[config.mk]
export PLATFORM = sky130hd
export DESIGN_NAME = mem_store_capture
export DESIGN_NICKNAME = d
export VERILOG_FILES = /design/src/rtl/mem_capture_pkg.sv /design/src/rtl/sync_fifo.sv /design/src/rtl/mem_store_capture.sv
export SDC_FILE = /design/constraint.sdc
export NUM_CORES = 1
export LEC_CHECK = 0
export BUFFER_PORTS_ARGS = -buffer_cell sky130_fd_sc_hd__buf_2
export CAP_MARGIN = 5
export CORE_MARGIN = 2
export CORE_UTILIZATION = 33
export DETAILED_ROUTE_END_ITERATION = 10
export PLACE_DENSITY = 0.52
export SLEW_MARGIN = 20
export SYNTH_ARGS = -nofsm -noshare
export SYNTH_HDL_FRONTEND = slang
export SYNTH_HIERARCHICAL = 1
export SYNTH_SLANG_ARGS = --single-unit
[constraint.sdc]
create_clock -name clk -period 7.2 [get_ports clk]
set_input_delay 0.72 -clock clk [delete_from_list [all_inputs] [get_ports clk]]
set_output_delay 0.72 -clock clk [all_outputs]
set_load 0.01 [all_outputs]
[src/rtl/mem_capture_pkg.sv]
// mem_capture_pkg: shared constants and entry type for the store-capture block.
// Default window covers the Fibonacci result stores at 128..141.
package mem_capture_pkg;
    localparam logic [7:0] CAP_ADDR_BASE = 8'd128;
    localparam logic [7:0] CAP_ADDR_LAST = 8'd141;
    localparam int CAP_DEPTH = 16;
    typedef struct packed {
        logic [7:0] adr;
        logic [7:0] data;
    } cap_entry_t;
endpackage

[src/rtl/sync_fifo.sv]
// sync_fifo: single-clock FIFO of cap_entry_t with occupancy level.
// Head is read combinationally and masked to zero while empty.
module sync_fifo
    import mem_capture_pkg::*;
#(
    parameter int DEPTH = CAP_DEPTH
) (
    input  logic                     clk,
    input  logic                     reset,
    input  logic                     push_req,
    input  logic                     pop_req,
    input  cap_entry_t               wr_entry,
    output cap_entry_t               rd_entry,
    output logic                     valid,
    output logic                     push_ok,
    output logic                     pop_ok,
    output logic [$clog2(DEPTH):0]   level
);
    localparam int AW = $clog2(DEPTH);
    localparam logic [AW:0] FULL_LEVEL = (AW + 1)'(DEPTH);

    cap_entry_t mem_q [DEPTH];
    logic [AW-1:0] wr_ptr_q, wr_ptr_d, rd_ptr_q, rd_ptr_d;
    logic [AW:0] level_q, level_d;
    logic full;

    assign valid    = level_q != '0;
    assign full     = level_q == FULL_LEVEL;
    assign pop_ok   = valid && pop_req;
    // A full FIFO still accepts a push when the head leaves on the same edge.
    assign push_ok  = push_req && (!full || pop_ok);
    assign rd_entry = valid ? mem_q[rd_ptr_q] : '0;
    assign level    = level_q;

    always_comb begin
        wr_ptr_d = push_ok ? wr_ptr_q + AW'(1) : wr_ptr_q;
        rd_ptr_d = pop_ok ? rd_ptr_q + AW'(1) : rd_ptr_q;
        level_d  = (push_ok && !pop_ok) ? level_q + (AW + 1)'(1) :
                   (pop_ok && !push_ok) ? level_q - (AW + 1)'(1) : level_q;
    end

    always_ff @(posedge clk) begin
        if (reset) begin
            wr_ptr_q <= '0;
            rd_ptr_q <= '0;
            level_q  <= '0;
        end else begin
            wr_ptr_q <= wr_ptr_d;
            rd_ptr_q <= rd_ptr_d;
            level_q  <= level_d;
        end
    end

    always_ff @(posedge clk) begin
        if (push_ok) mem_q[wr_ptr_q] <= wr_entry;
    end
endmodule

[src/rtl/mem_store_capture.sv]
// mem_store_capture: captures CPU stores inside [ADDR_BASE, ADDR_LAST] into a FIFO.
// Optional Fibonacci checker enabled by defining MEM_CAPTURE_FIB_CHECK_EN.
module mem_store_capture
    import mem_capture_pkg::*;
#(
    parameter logic [7:0] ADDR_BASE = CAP_ADDR_BASE,
    parameter logic [7:0] ADDR_LAST = CAP_ADDR_LAST,
    parameter int         DEPTH     = CAP_DEPTH
) (
    input  logic                    clk,
    input  logic                    reset,
    input  logic                    memwrite,
    input  logic [7:0]              adr,
    input  logic [7:0]              writedata,
    output logic                    out_valid,
    input  logic                    out_ready,
    output logic [7:0]              out_adr,
    output logic [7:0]              out_data,
    output logic [$clog2(DEPTH):0]  level,
    output logic                    overflow,
    output logic                    done
`ifdef MEM_CAPTURE_FIB_CHECK_EN
    ,
    output logic                    fib_ok,
    output logic                    fib_err,
    output logic [7:0]              err_adr
`endif
);
    logic qual, push_ok, pop_ok;
    logic overflow_q, overflow_d, done_q, done_d;
    cap_entry_t wr_entry, rd_entry;

    assign qual     = memwrite && adr >= ADDR_BASE && adr <= ADDR_LAST;
    assign wr_entry = '{adr: adr, data: writedata};

    sync_fifo #(.DEPTH(DEPTH)) u_fifo (
        .clk      (clk),
        .reset    (reset),
        .push_req (qual),
        .pop_req  (out_ready),
        .wr_entry (wr_entry),
        .rd_entry (rd_entry),
        .valid    (out_valid),
        .push_ok  (push_ok),
        .pop_ok   (pop_ok),
        .level    (level)
    );

    assign out_adr  = rd_entry.adr;
    assign out_data = rd_entry.data;
    assign overflow = overflow_q;
    assign done     = done_q;

    always_comb begin
        overflow_d = overflow_q || (qual && !push_ok);
        done_d     = done_q || (push_ok && adr == ADDR_LAST);
    end

    always_ff @(posedge clk) begin
        if (reset) begin
            overflow_q <= 1'b0;
            done_q     <= 1'b0;
        end else begin
            overflow_q <= overflow_d;
            done_q     <= done_d;
        end
    end

`ifdef MEM_CAPTURE_FIB_CHECK_EN
    logic [7:0] exp_a_q, exp_a_d, exp_b_q, exp_b_d, exp_adr_q, exp_adr_d, err_adr_q, err_adr_d;
    logic fib_err_q, fib_err_d, match;

    assign match = adr == exp_adr_q && writedata == exp_a_q;

    // Expectations advance only on a matching push; err_adr keeps the first miss.
    always_comb begin
        exp_a_d   = (push_ok && match) ? exp_b_q : exp_a_q;
        exp_b_d   = (push_ok && match) ? exp_a_q + exp_b_q : exp_b_q;
        exp_adr_d = (push_ok && match) ? exp_adr_q + 8'd1 : exp_adr_q;
        fib_err_d = fib_err_q || (push_ok && !match);
        err_adr_d = (push_ok && !match && !fib_err_q) ? adr : err_adr_q;
    end

    always_ff @(posedge clk) begin
        if (reset) begin
            exp_a_q   <= 8'd0;
            exp_b_q   <= 8'd1;
            exp_adr_q <= ADDR_BASE;
            fib_err_q <= 1'b0;
            err_adr_q <= 8'd0;
        end else begin
            exp_a_q   <= exp_a_d;
            exp_b_q   <= exp_b_d;
            exp_adr_q <= exp_adr_d;
            fib_err_q <= fib_err_d;
            err_adr_q <= err_adr_d;
        end
    end

    assign fib_ok  = done_q && !fib_err_q;
    assign fib_err = fib_err_q;
    assign err_adr = err_adr_q;
`endif
endmodule

==> out/metrics.yaml <==
tns_ns: 0
grt_first_pass_wirelength_mm: 35.4
clock.fmax_ghz: 0.246
grt_pass1_vias: 5465
startpoint_type: "register"
track_usage_pct: 14.2
cts_sinks: 275
arrival_ns: 3.34
syn_avg_cell_area_sq_um: 20.9
clkPwrFrac_pct: 34.2
netlist_area_sq_um: 10800
vias_per_cell: 5.08
setup_ws_ns: 3.14
post_dp_cell_area_sq_um: 11600
switching_share_pct: 26.7
path_max_fanout: 37
final_hold_viol_count: 0
post-route-period-util_pct: 56.5
worstPathRequired_ns: 6.48
power.density_nw_per_um2: 318
finClkSkew_ns: 0.0101
crit_path_end_kind: "output port"
rows: 66
cts_buffers: 29
clk_latency_ns: 0.54
antenna_cells: 0
post_cts_buffers: 0
antenna_found_initial: 0
syn-num-nets: 548
cts_htree_levels: 1
pwr-share-seq_pct: 47.2
die_h_um: 185
cap_viol_max_count: 0
grt_max_degree: 49
dp_hpwl_mm: 14.1
die_area_sq_um: 34300
synthCells: 518
ctsResizeCount: 0
p_sw_mw: 1.06
place_ws_ns: 3.16
relSlewSlack_pct: 23.1
path_class: "register to output port"
root_buffer: "clkbuf_16"
grt-ovfl-total: 0
drt_iter0_drc: 425
io_buffers: 43
fp.dieW_um: 185
status: "complete, no violations"
hold_class: "register to register"
p_total_mw: 3.98
initial_core_util_pct: 33.4
stdcell_area_sq_um: 12500
core_area_sq_um: 32500
vdd_ir_drop_max_uv: 267
ant_nets: 0
drt_pre_antenna_iters: 5
vias: 5283
timing.final.crit_period_ns: 4.06
leakagePower_nw: 3.91
worst_slew_pin_slew_ns: 1.15
r2r_setup_slack_ns: 4.10
p_comb_share_pct: 18.6
final_nets: 606
wire_per_inst_um: 23.0
clockBufferDepth: 3
area_growth_pct: 15.4
drive_gt1_share_pct: 34.1
io_pins: 44
post-route-drc-count: 0
drt-total-wl_mm: 23.9
cts_tree: "done"
timing.hold.ws_ns: 0.504
maxSlewViolCount: 0
gp_congestion: 0.767
rsz0062_at_grt: "false"
clk_pin_slew_ns: 0.06
intPower_mw: 2.91
yosysWarnings: 6
hold_buffers: 0
final-setup-viol-count: 0
-- placed cells by master (no fill, tap or decap), types with 2 or more instances in the layout --
cell type,instances
edfxtp_1,256
mux4_2,64
buf_2,43
clkbuf_16,29
nor2_1,20
nor2b_1,17
dfxtp_1,16
mux2_2,16
a221o_1,16
buf_4,10
nor2_4,9
ha_1,9
inv_1,8
clkinv_1,8
clkinv_2,7
xor2_1,7
nand2b_1,5
nor2_2,5
nand2_1,5
clkbuf_1,4
nor3_2,4
a21oi_1,4
and3_1,3
mux2i_1,3
o211ai_1,3
dfxtp_4,3
inv_6,2
clkinvlp_4,2
-- layer usage --
metal / GRT usage, % / routed length [um]
met1: 19.9 / 10800
met2: 23.3 / 11500
met3: 2.14 / 1150
met4: 3.33 / 517
met5: 0 / 0
-- path summary, 6_finish.rpt --
kind	from	to	depth (start not counted)
worst min-delay path	overflow$_SDFF_PP0_	overflow$_SDFF_PP0_	2
worst max-delay path	register	out_adr[5]	5
worst max register to register	u_fifo/level[0]$_SDFFE_PP0P_	u_fifo/level[4]$_SDFFE_PP0P_	8
worst min register to register	overflow$_SDFF_PP0_	overflow$_SDFF_PP0_	2
-- area by class of cell --
class | count | area [sq um]
Multi-Input combinational cell | 209 | 2670
Clock inverter | 20 | 128
Fill cell | 2915 | 20000
Inverter | 8 | 30.0
Tap cell | 442 | 553
Sequential cell | 275 | 8080
Clock buffer | 33 | 741
Timing Repair Buffer | 53 | 290
-- power by group through the flow --
stage	Sequential, mW	Combinational [mW]	Clock [mW]
2_1_floorplan	1.83	0.586	0
4_1_cts	1.88	0.753	1.39
3_5_place_dp	1.92	0.750	0
3_3_place_gp	1.92	0.748	0
6_report	1.88	0.741	1.36
5_1_grt	1.89	0.803	1.45
-- per-stage QoR --
| step | utilization (%) | std cells |
|---|---|---|
| floorplan | - | 518 |
| global placement | 35.7 | 987 |
| detailed placement | 35.7 | 987 |
| CTS | 38.4 | 1040 |
| global route | 38.5 | 1040 |
| finish | 38.5 | 1040 |
-- critical path, cell delays in order, from the launching register on --
cell and delay (ns):
dfxtp_4 0.71, buf_4 0.66, mux4_2 0.59, mux2_2 0.29, a221o_1 0.37, buf_2 0.17
-- flip-flops by register name, indices dropped and copies added (netlist names), named ones only --
name / cells
u_fifo/level: 5
u_fifo/rd_ptr_q: 4
u_fifo/mem_q: 256
overflow: 1
done: 1
u_fifo/wr_ptr_q: 4
Note: power is estimated with default switching activity, not from simulation.
